==> src/rtl/cmd_dispatch_if.sv <==
// cmd_dispatch_if: host command/response handshake between the UART wrapper and the dispatcher
interface cmd_dispatch_if;
  logic [15:0] cmd;
  logic        cmd_rdy;
  logic        resp_sent;
  logic [7:0]  response;
  logic        send_resp;
  logic        clr_cmd_rdy;
  modport master(output cmd, cmd_rdy, resp_sent, input response, send_resp, clr_cmd_rdy);
  modport slave(input cmd, cmd_rdy, resp_sent, output response, send_resp, clr_cmd_rdy);
endinterface

==> src/rtl/cmd_dispatch.sv <==
// cmd_dispatch: decodes host read/write/dump commands over a config register file and RAMqueue channels
module cmd_dispatch #(
  parameter int NUM_CH    = 5,
  parameter int ENTRIES   = 384,
  parameter int LOG2      = 9,
  parameter int REG_DEPTH = 32
) (
  input  logic                   clk,
  input  logic                   rst_n,
  cmd_dispatch_if.slave          host,
  input  logic                   set_capture_done,
  input  logic [LOG2-1:0]        ram_addr,
  input  logic [NUM_CH*8-1:0]    rdata,
  output logic [LOG2-1:0]        addr_ptr,
  output logic [REG_DEPTH*8-1:0] regs
);
  localparam int AW = REG_DEPTH > 1 ? $clog2(REG_DEPTH) : 1;
  localparam int CW = NUM_CH > 1 ? $clog2(NUM_CH) : 1;
  localparam int NW = $clog2(ENTRIES + 1);
  typedef enum logic [2:0] {IDLE, RESP, WAIT, DUMP_RD, DUMP_TX, DUMP_WAIT} state_t;
  state_t          state, state_nxt;
  logic [7:0]      rf [REG_DEPTH];
  logic [NW-1:0]   cnt, cnt_nxt;
  logic [CW-1:0]   ch, ch_nxt;
  logic [LOG2-1:0] ptr_nxt;
  logic [7:0]      resp_nxt;
  logic            send_nxt, clr_nxt, go, wr, reg_ok, ch_ok;
  logic [1:0]      op;
  logic [5:0]      sel;
  assign op     = host.cmd[15:14];
  assign sel    = host.cmd[13:8];
  assign reg_ok = {1'b0, sel} < 7'(REG_DEPTH);
  assign ch_ok  = {1'b0, sel} < 7'(NUM_CH);
  // cmd_rdy is still high during the clr_cmd_rdy cycle; do not re-execute it
  assign go     = state == IDLE && host.cmd_rdy && !host.clr_cmd_rdy;
  assign wr     = go && op == 2'b01 && reg_ok;
  for (genvar k = 0; k < REG_DEPTH; k++) begin : g_regs
    assign regs[8*k +: 8] = rf[k];
  end
  always_comb begin
    state_nxt = state;
    ptr_nxt   = addr_ptr;
    cnt_nxt   = cnt;
    ch_nxt    = ch;
    resp_nxt  = host.response;
    send_nxt  = 1'b0;
    clr_nxt   = 1'b0;
    case (state)
      IDLE: if (go) begin
        ptr_nxt   = ram_addr;
        ch_nxt    = CW'(sel);
        cnt_nxt   = host.cmd[7:0] == 8'h00 ? NW'(ENTRIES) : NW'(host.cmd[7:0]);
        state_nxt = op == 2'b10 && ch_ok ? DUMP_RD : RESP;
        resp_nxt  = op == 2'b00 && reg_ok ? rf[sel[AW-1:0]] : op == 2'b01 && reg_ok ? 8'hA5 : 8'hEE;
      end
      RESP: begin
        send_nxt  = 1'b1;
        state_nxt = WAIT;
      end
      WAIT: if (host.resp_sent) begin
        clr_nxt   = 1'b1;
        state_nxt = IDLE;
      end
      DUMP_RD: state_nxt = DUMP_TX;
      DUMP_TX: begin
        resp_nxt  = rdata[8*ch +: 8];
        send_nxt  = 1'b1;
        state_nxt = DUMP_WAIT;
      end
      DUMP_WAIT: if (host.resp_sent) begin
        cnt_nxt   = cnt - 1'b1;
        clr_nxt   = cnt == NW'(1);
        state_nxt = cnt == NW'(1) ? IDLE : DUMP_RD;
        ptr_nxt   = cnt == NW'(1) ? addr_ptr : addr_ptr == LOG2'(ENTRIES - 1) ? '0 : addr_ptr + 1'b1;
      end
      default: state_nxt = IDLE;
    endcase
  end
  always_ff @(posedge clk or negedge rst_n)
    if (!rst_n) begin
      state            <= IDLE;
      addr_ptr         <= '0;
      cnt              <= '0;
      ch               <= '0;
      host.response    <= 8'h00;
      host.send_resp   <= 1'b0;
      host.clr_cmd_rdy <= 1'b0;
    end else begin
      state            <= state_nxt;
      addr_ptr         <= ptr_nxt;
      cnt              <= cnt_nxt;
      ch               <= ch_nxt;
      host.response    <= resp_nxt;
      host.send_resp   <= send_nxt;
      host.clr_cmd_rdy <= clr_nxt;
    end
  // capture-done is applied after the host write so bit 5 survives a coincident reg0 write
  always_ff @(posedge clk or negedge rst_n)
    if (!rst_n) begin
      for (int i = 0; i < REG_DEPTH; i++) rf[i] <= i == 0 ? 8'h03 : 8'h00;
    end else begin
      if (wr) rf[sel[AW-1:0]] <= host.cmd[7:0];
      if (set_capture_done) rf[0][5] <= 1'b1;
    end
endmodule

==> src/flat_wrapper.sv <==
// flat-port wrapper written by rule: the top's interface ports become plain ports
module cmd_dispatch_flat 
#(
  parameter int NUM_CH    = 5,
  parameter int ENTRIES   = 384,
  parameter int LOG2      = 9,
  parameter int REG_DEPTH = 32
)
  (clk, rst_n, set_capture_done, ram_addr, rdata, addr_ptr, regs, host_cmd, host_cmd_rdy, host_resp_sent, host_response, host_send_resp, host_clr_cmd_rdy);
  cmd_dispatch_if host_i ();
  input  logic clk;
  input  logic rst_n;
  input  logic set_capture_done;
  input  logic [LOG2-1:0] ram_addr;
  input  logic [NUM_CH*8-1:0] rdata;
  output logic [LOG2-1:0] addr_ptr;
  output logic [REG_DEPTH*8-1:0] regs;
  input wire logic [$bits(host_i.cmd)-1:0] host_cmd;
  input wire logic [$bits(host_i.cmd_rdy)-1:0] host_cmd_rdy;
  input wire logic [$bits(host_i.resp_sent)-1:0] host_resp_sent;
  output wire logic [$bits(host_i.response)-1:0] host_response;
  output wire logic [$bits(host_i.send_resp)-1:0] host_send_resp;
  output wire logic [$bits(host_i.clr_cmd_rdy)-1:0] host_clr_cmd_rdy;
  assign host_i.cmd = host_cmd;
  assign host_i.cmd_rdy = host_cmd_rdy;
  assign host_i.resp_sent = host_resp_sent;
  assign host_response = host_i.response;
  assign host_send_resp = host_i.send_resp;
  assign host_clr_cmd_rdy = host_i.clr_cmd_rdy;
  cmd_dispatch #(.NUM_CH(NUM_CH), .ENTRIES(ENTRIES), .LOG2(LOG2), .REG_DEPTH(REG_DEPTH)) u_core (.clk(clk), .rst_n(rst_n), .host(host_i), .set_capture_done(set_capture_done), .ram_addr(ram_addr), .rdata(rdata), .addr_ptr(addr_ptr), .regs(regs));
endmodule
==> config.mk <==
export PLATFORM = sky130hd
export DESIGN_NAME = cmd_dispatch_flat
export DESIGN_NICKNAME = d
export VERILOG_FILES = /design/src/rtl/cmd_dispatch_if.sv /design/src/rtl/cmd_dispatch.sv /design/src/flat_wrapper.sv
export SDC_FILE = /design/constraint.sdc
export NUM_CORES = 1
export LEC_CHECK = 0
export CAP_MARGIN = 40
export CORE_ASPECT_RATIO = 1.25
export CORE_MARGIN = 2
export CORE_UTILIZATION = 50
export DETAILED_ROUTE_END_ITERATION = 6
export DONT_BUFFER_PORTS = 1
export HOLD_SLACK_MARGIN = 0.03
export PLACE_DENSITY = 0.62
export SLEW_MARGIN = 20
export SYNTH_ARGS = -nofsm -noshare
export SYNTH_HDL_FRONTEND = slang
export SYNTH_SLANG_ARGS = --single-unit
==> constraint.sdc <==
create_clock -name clk -period 2.67 [get_ports clk]
set_input_delay 0.4005 -clock clk [delete_from_list [all_inputs] [get_ports clk]]
set_output_delay 0.4005 -clock clk [all_outputs]
set_load 0.03 [all_outputs]
==> results of run 1 <==
critical path, delay by kind of cell, from the launching register on:
kind | cells | cell delay, ps
multiplexers | 1 | 340
buffers and inverters | 2 | 410
flip-flops | 1 | 370
AND/OR/NAND/NOR | 4 | 1310
state kept, by name, indices dropped and copies added (netlist names):
signal	cells
u_core.host.send_resp	1
u_core.host.response	8
u_core.regs	256
u_core.ch	3
u_core.state	3
u_core.cnt	9
u_core.host.clr_cmd_rdy	1
u_core.addr_ptr	9
cell families (layout without fill, tap and decap cells):
family                     count (synthesis)  count (layout)  synth area share
and+or+nand+nor                          177             177            0.0722
adders and majority gates                  3               3           0.00266
xor gates and xnor gates                   1               1          0.000621
muxes                                    349             349             0.322
AOI/OAI and AO/OA                        133             133            0.0626
DFF                                      290             290             0.515
buffers and inverters                     85             134            0.0247
routing by layer:
layer	global-route usage	vias up	share of wire
met1	0.363	5025	0.38
met5	0	-	0
met2	0.524	361	0.50
li1	-	3972	-
met4	0.103	0	0.039
met3	0.0866	84	0.085
worst max path at each step:
stage                            end  slack, ps  cells past startpoint
detailed placement  u_core.regs[123]        140                      7
CTS                 u_core.regs[126]        110                      7
finish               u_core.regs[30]        100                      7
global placement    u_core.regs[121]        160                      7
global route         u_core.regs[31]        0.9                      7
floorplan           u_core.regs[176]        190                      7
cells in the final DEF (no fill, tap or decap), types with 10 or more instances in the layout:
cell | synthesis | routed
clkbuf_16 | 0 | 31
mux4_2 | 58 | 58
o21ai_0 | 34 | 34
buf_12 | 0 | 11
a22oi_1 | 21 | 21
nand3_1 | 11 | 11
dlygate4sd3_1 | 0 | 10
buf_4 | 3 | 46
mux2i_1 | 31 | 31
nor2_1 | 28 | 28
nor2_2 | 12 | 12
clkbuf_8 | 0 | 11
dfrtp_1 | 288 | 288
a21oi_1 | 29 | 29
mux2_2 | 260 | 260
nand2_1 | 37 | 37
repair_timing:
item | in CTS | in global routing
endpoints found under the setup margin | 0 | 7
gates resized for setup | 0 | 1
endpoints found under the hold margin | 556 | 290
power by group:
part	internal [W]	switching (W)	total, W
registers	0.00481	0.00111	0.00593
logic	0.000864	0.000884	0.00175
clock network	0.00308	0.00179	0.00488
total	0.00876	0.00379	0.0126
area by class of cell:
cell class | instances | area (sq um) | area share
inverters | 10 | 37.5 | 0.00233
flip-flops and latches | 290 | 7260 | 0.451
well taps | 350 | 438 | 0.0272
repair buffers | 67 | 666 | 0.0414
clock inverters | 15 | 250 | 0.0156
clock buffers | 42 | 927 | 0.0577
multi-input cells | 663 | 6500 | 0.404
per-stage QoR:
stage | hold WS (ps) | instances | area (sq um) | worst slack (ps) | power, W
4_1_cts | -481 | 1437 | 16100 | 107 | 0.0126
5_1_grt | -487 | 1437 | 16100 | 0.926 | 0.0130
3_3_place_gp | 111 | 1362 | 14600 | 162 | 0.00758
2_1_floorplan | 105 | 1038 | 14100 | 189 | 0.00719
3_5_place_dp | 112 | 1362 | 14600 | 137 | 0.00763
6_report | -467 | 1437 | 16100 | 103 | 0.0126
==> impl_results.md, run 1 <==
* CP dominant cell by count: buf_4
* DR WL/cell at 31.4 um
* Post-layout util at 0.582
* Fmax at 390 MHz
* Post-Synthesis Mean Instance Area at 13.6 sq um
* Num rows at 68
* Max incr delay on CP at 600 ps
* Gate Count Post-Synth at 1038
* P_leak at 7.50 nW
* Clk slew on worst S/H paths at 60 ps
* Final Cycle Share at 0.961
* DRT iter0 DRCs at 732
* Max-slew violations at 0
* Failing checks: negative hold slack
* Number of max-cap violations at 0
* Worst EP required at 3110 ps
* Initial antenna violation count at 0
* Die area at 29600 sq um
* Mapped cell area at 14100 sq um
* Core ar. at 27700 sq um
* Clock sink count at 290
* Top post-synthesis cells by count: dfrtp_1, mux2_2, mux4_2, clkbuf_1, nand2_1
* Pin count of the biggest net entering global routing at 291
* Port Buffers at 0
* Initial Util at 0.510
* Post-synth top area cell: dfrtp_1
* Slowest CP cell: or4b_1
* Root Buffer Master: clkbuf_16
* I/O pins at 345
* Reg2reg start: u_core.state[0]
* Crit end category: register
* HP Class: input port to asynchronous set/reset pin
* Chip width at 154 um
* Synth top area cells: dfrtp_1, mux2_2, mux4_2
* Vias post-DR at 9442
* Critical Path AT at 3010 ps
* Status: finished with violations
* CTS max path bufs at 3
* Async S/R FF share, synth at 1.00
* Layout cells sized above 1 at 0.428
* CTS tree: done
* Routed vias/inst at 6.57
* Crit path max fanout at 8
* Detailed Routing Iterations Pass 1 at 5
* Register area share after synthesis at 0.515
* R2r endpoint: u_core.regs[30]
* Worst hold slack at -467 ps
* First-pass GRT wire length at 65.9 mm
* Clk Latency, worst-skew pair at 560 ps
* Worst setup path start: u_core.state[0]
* Final Critical Period at 2570 ps
* Rel. slew slack at 0.491
* Worst Skew at 10.7 ps
* N_diodes at 0
* Final setup viols at 0
* Startpoint types: register
* Post-synthesis net count at 1111
* Slew @ Worst Pin at 758 ps
* Total grt overflow at 0
* Number of H-tree levels at 1
* Library cells used by synthesis at 63
* # DRC at 0
* Layout Nets at 1136
* Most common cell in the netlist: dfrtp_1
* Max VDD drop at 0.000594 V
* Seq cells post-synth at 290
* Synth warn at 0
* Placer Congestion at 0.863
* Post-synth EDFFs at 0
* Hold Violations, Final at 288
* Number of setup buffers added after CTS at 0
* RSZ-0062 raised after global routing: no
* GRT Total Usage at 0.302
* WL final at 45.2 mm
* Die Ht at 192 um
* Post-DP HPWL at 30.5 mm
* Hold_buf cts at 18
* PD cells at 780 nW/um^2
* Register-to-register setup slack at 100 ps
* Area share of the largest cell type after synthesis at 0.511
* Vias in the first global route at 9645
* Top FF cell, synth: dfrtp_1
* Worst r2r path cells at 7
* Setup_tns at 0 ps
* CTS Buf Count at 31
* Setup CP Type: register to register
* Fillers at 2254
* Worst-path cell chain: or4b_1 -> nor4_4 -> buf_4 -> and4_1 -> buf_4 -> nand2_2 -> mux2_2
* P&R area growth vs syn at 14.1%
* Detail Route Antenna Nets at 0
Note: power is estimated with default switching activity, not from simulation.
==> inputs of run 2 (changes only) <==
- CORE_MARGIN: 2 -> default
- CORE_UTILIZATION: 50 -> 45
- PLACE_DENSITY: 0.62 -> 0.57
==> run 2 against run 1 <==
  * The flow finishes with violations (design-rule violations, negative hold slack)
  * Fmax is 1.3% higher
  * Via count shrank 0.56%
  * Critical path depth did not move
  * Setup slack gained 34 ps
  * Final area decreased by 0.24%
  * Power decreased by 5.2%
  * Sequential power about the same
  * Global-route usage decreased by 1.3 points
  * Critical endpoint is now u_core.regs[94]
  * Largest power group unchanged
==> impl_results.md, run 2 (same netlist as run 1, synthesis figures left out) <==
* Status: finished with violations
* Failing checks: design-rule violations, negative hold slack
* Sequential power share at 0.499 (+0.027)
* Crit end category: register
* CTS max path bufs at 3 (unchanged)
* Most frequent cells in the layout: dfrtp_1, mux2_2, mux4_2, buf_4, nand2_1
* Slew @ Worst Pin at 958 ps (+200 ps)
* Detail Route Antenna Nets at 0 (unchanged)
* Rel. slew slack at 0.361 (-0.130)
* Layout cells sized above 1 at 0.416 (-0.0115)
* Vias post-DR at 9389 (-0.56%)
* Final setup viols at 0 (unchanged)
* Grt met2 use at 0.509 (-0.0151)
* Setup_tns at 0 ps (unchanged)
* HP Class: input port to asynchronous set/reset pin
* Global Route met1 Usage at 0.343 (-0.0201)
* Worst EP required at 3120 ps (about the same)
* Clk Latency, worst-skew pair at 570 ps (about the same)
* First-pass GRT wire length at 67.5 mm (+2.4%)
* Number of flip-flops in the largest register at 256 (unchanged)
* Initial Util at 0.456 (-0.0536)
* Root Buffer Master: clkbuf_16
* Detailed Routing Iterations Pass 1 at 7 (+2)
* Critical Path AT at 2980 ps (-30 ps)
* Post-DP HPWL at 31.5 mm (+3.5%)
* Max-slew violations at 0 (unchanged)
* P_int at 0.00809 W (-7.6%)
* # DRC at 2 (+2)
* GRT Total Usage at 0.289 (-0.0129)
* Clk slew on worst S/H paths at 60 ps (about the same)
* Max VDD drop at 0.000461 V (-22%)
* Die Ht at 200 um (+4.3%)
* Most common cell after layout, fill and taps aside: dfrtp_1
* CTS Buf Count at 31 (unchanged)
* M3 GR Usage at 0.0839 (-0.00276)
* Clock power share at 0.351 (-0.038)
* Combinational power share at 0.150 (+0.011)
* CTS tree: done
* Max incr delay on CP at 630 ps (+30 ps)
* Fmax at 395 MHz (+1.3%)
* Slowest CP cell: or4b_1
* Setup CP Type: register to register
* Final Cycle Share at 0.949 (-0.0127)
* Worst hold slack at -479 ps (-11.5 ps)
* Post-layout util at 0.519 (-0.0624)
* Fillers at 2676 (+19%)
* P&R area growth vs syn at 13.8%
* Crit path max fanout at 8 (unchanged)
* Port Buffers at 0 (unchanged)
* Placer Congestion at 0.872 (+1.0%)
* Initial antenna violation count at 0 (unchanged)
* Total grt overflow at 0 (unchanged)
* Startpoint types: register
* Hold Violations, Final at 288 (unchanged)
* RSZ-0062 raised after global routing: no
* Final Critical Period at 2530 ps (-33.9 ps)
* Clock sink count at 290 (unchanged)
* Pwr Total at 0.0119 W (-5.2%)
* WL final at 46.6 mm (+3.1%)
* Vias in the first global route at 9489 (-1.6%)
* Worst-path cell chain: or4b_1 -> nor4_4 -> buf_4 -> and4_1 -> buf_12 -> nand3_2 -> mux2_2
* DRT iter0 DRCs at 643 (-12%)
* Number of H-tree levels at 1 (unchanged)
* Chip width at 160 um (+4.0%)
* Sw Pwr at 0.00381 W (+0.49%)
* Pin count of the biggest net entering global routing at 291 (unchanged)
* Routed vias/inst at 6.26 (-4.7%)
* P_leak at 7.42 nW (-1.0%)
* DR WL/cell at 31.1 um (-1.2%)
* I/O pins at 345 (unchanged)
* Layout Nets at 1144 (+0.70%)
* Num rows at 72 (+5.9%)
* N_diodes at 0 (unchanged)
* Hold_buf cts at 23 (+5)
* Worst Skew at 10.9 ps (+0.226 ps)
* GRT busiest layer: met2
* Core ar. at 30900 sq um (+12%)
* PD cells at 742 nW/um^2 (-4.9%)
* Net Sw Frac at 0.320 (+0.0180)
* Number of max-cap violations at 0 (unchanged)
* Die area at 32000 sq um (+8.4%)
[run 2: layout make-up]
cell class | count | area, sq um | area share
Tap cell | 407 | 509 | 0.0317
Multi-Input combinational cell | 663 | 6510 | 0.406
Inverter | 10 | 37.5 | 0.00234
Clock inverter | 6 | 61.3 | 0.00382
Clock buffer | 49 | 903 | 0.0563
Sequential cell | 290 | 7260 | 0.453
Timing Repair Buffer | 75 | 763 | 0.0476
[run 2: worst max-delay path, delay by kind of cell, from the launching register on]
family	cells	cell delay, ps
flip-flops	1	380
buffers and inverters	2	360
multiplexers	1	350
AND/OR/NAND/NOR	4	1320
[run 2: worst paths after layout]
check / start / endpoint / slack (ps) / cells after the start
setup / recovery: u_core.state[0] / u_core.regs[94] / 140 / 7
hold / removal: rst_n / u_core.addr_ptr[6] / -480 / 0
setup reg to reg: u_core.state[0] / u_core.regs[94] / 140 / 7
hold reg to reg: u_core.cnt[6] / u_core.cnt[6] / 520 / 2
max in group asynchronous: rst_n / u_core.regs[108] / 2350 / 0
min in group clk: host_resp_sent / u_core.state[0] / 50 / 3
[run 2: stage by stage]
step,instance area (sq um),setup slack [ps],std cells
after floorplan,14100,189,1038
after global placement,14800,79.7,1422
after detailed placement,14800,45.6,1422
after CTS,16000,36.4,1500
after global routing,16000,57.8,1500
final,16000,137,1500
[run 2: timing repair]
action,CTS,global route
buffers inserted,0,0
endpoints found under the hold margin,561,290
gates resized for setup,0,2
setup endpoints to repair,0,10
[run 2: power by group through the flow]
stage          clock network, W  logic, W  registers, W
3_3_place_gp                  0   0.00162       0.00601
2_1_floorplan                 0   0.00138       0.00581
5_1_grt                 0.00440   0.00194       0.00600
3_5_place_dp                  0   0.00165       0.00602
6_report                0.00418   0.00178       0.00594
4_1_cts                 0.00427   0.00178       0.00594
[run 2: metal layers]
| layer | vias up | wire [um] |
|---|---|---|
| met4 | 0 | 1260 |
| li1 | 3976 | - |
| met3 | 59 | 4100 |
| met1 | 4965 | 17500 |
| met2 | 389 | 23700 |
| met5 | - | 0 |
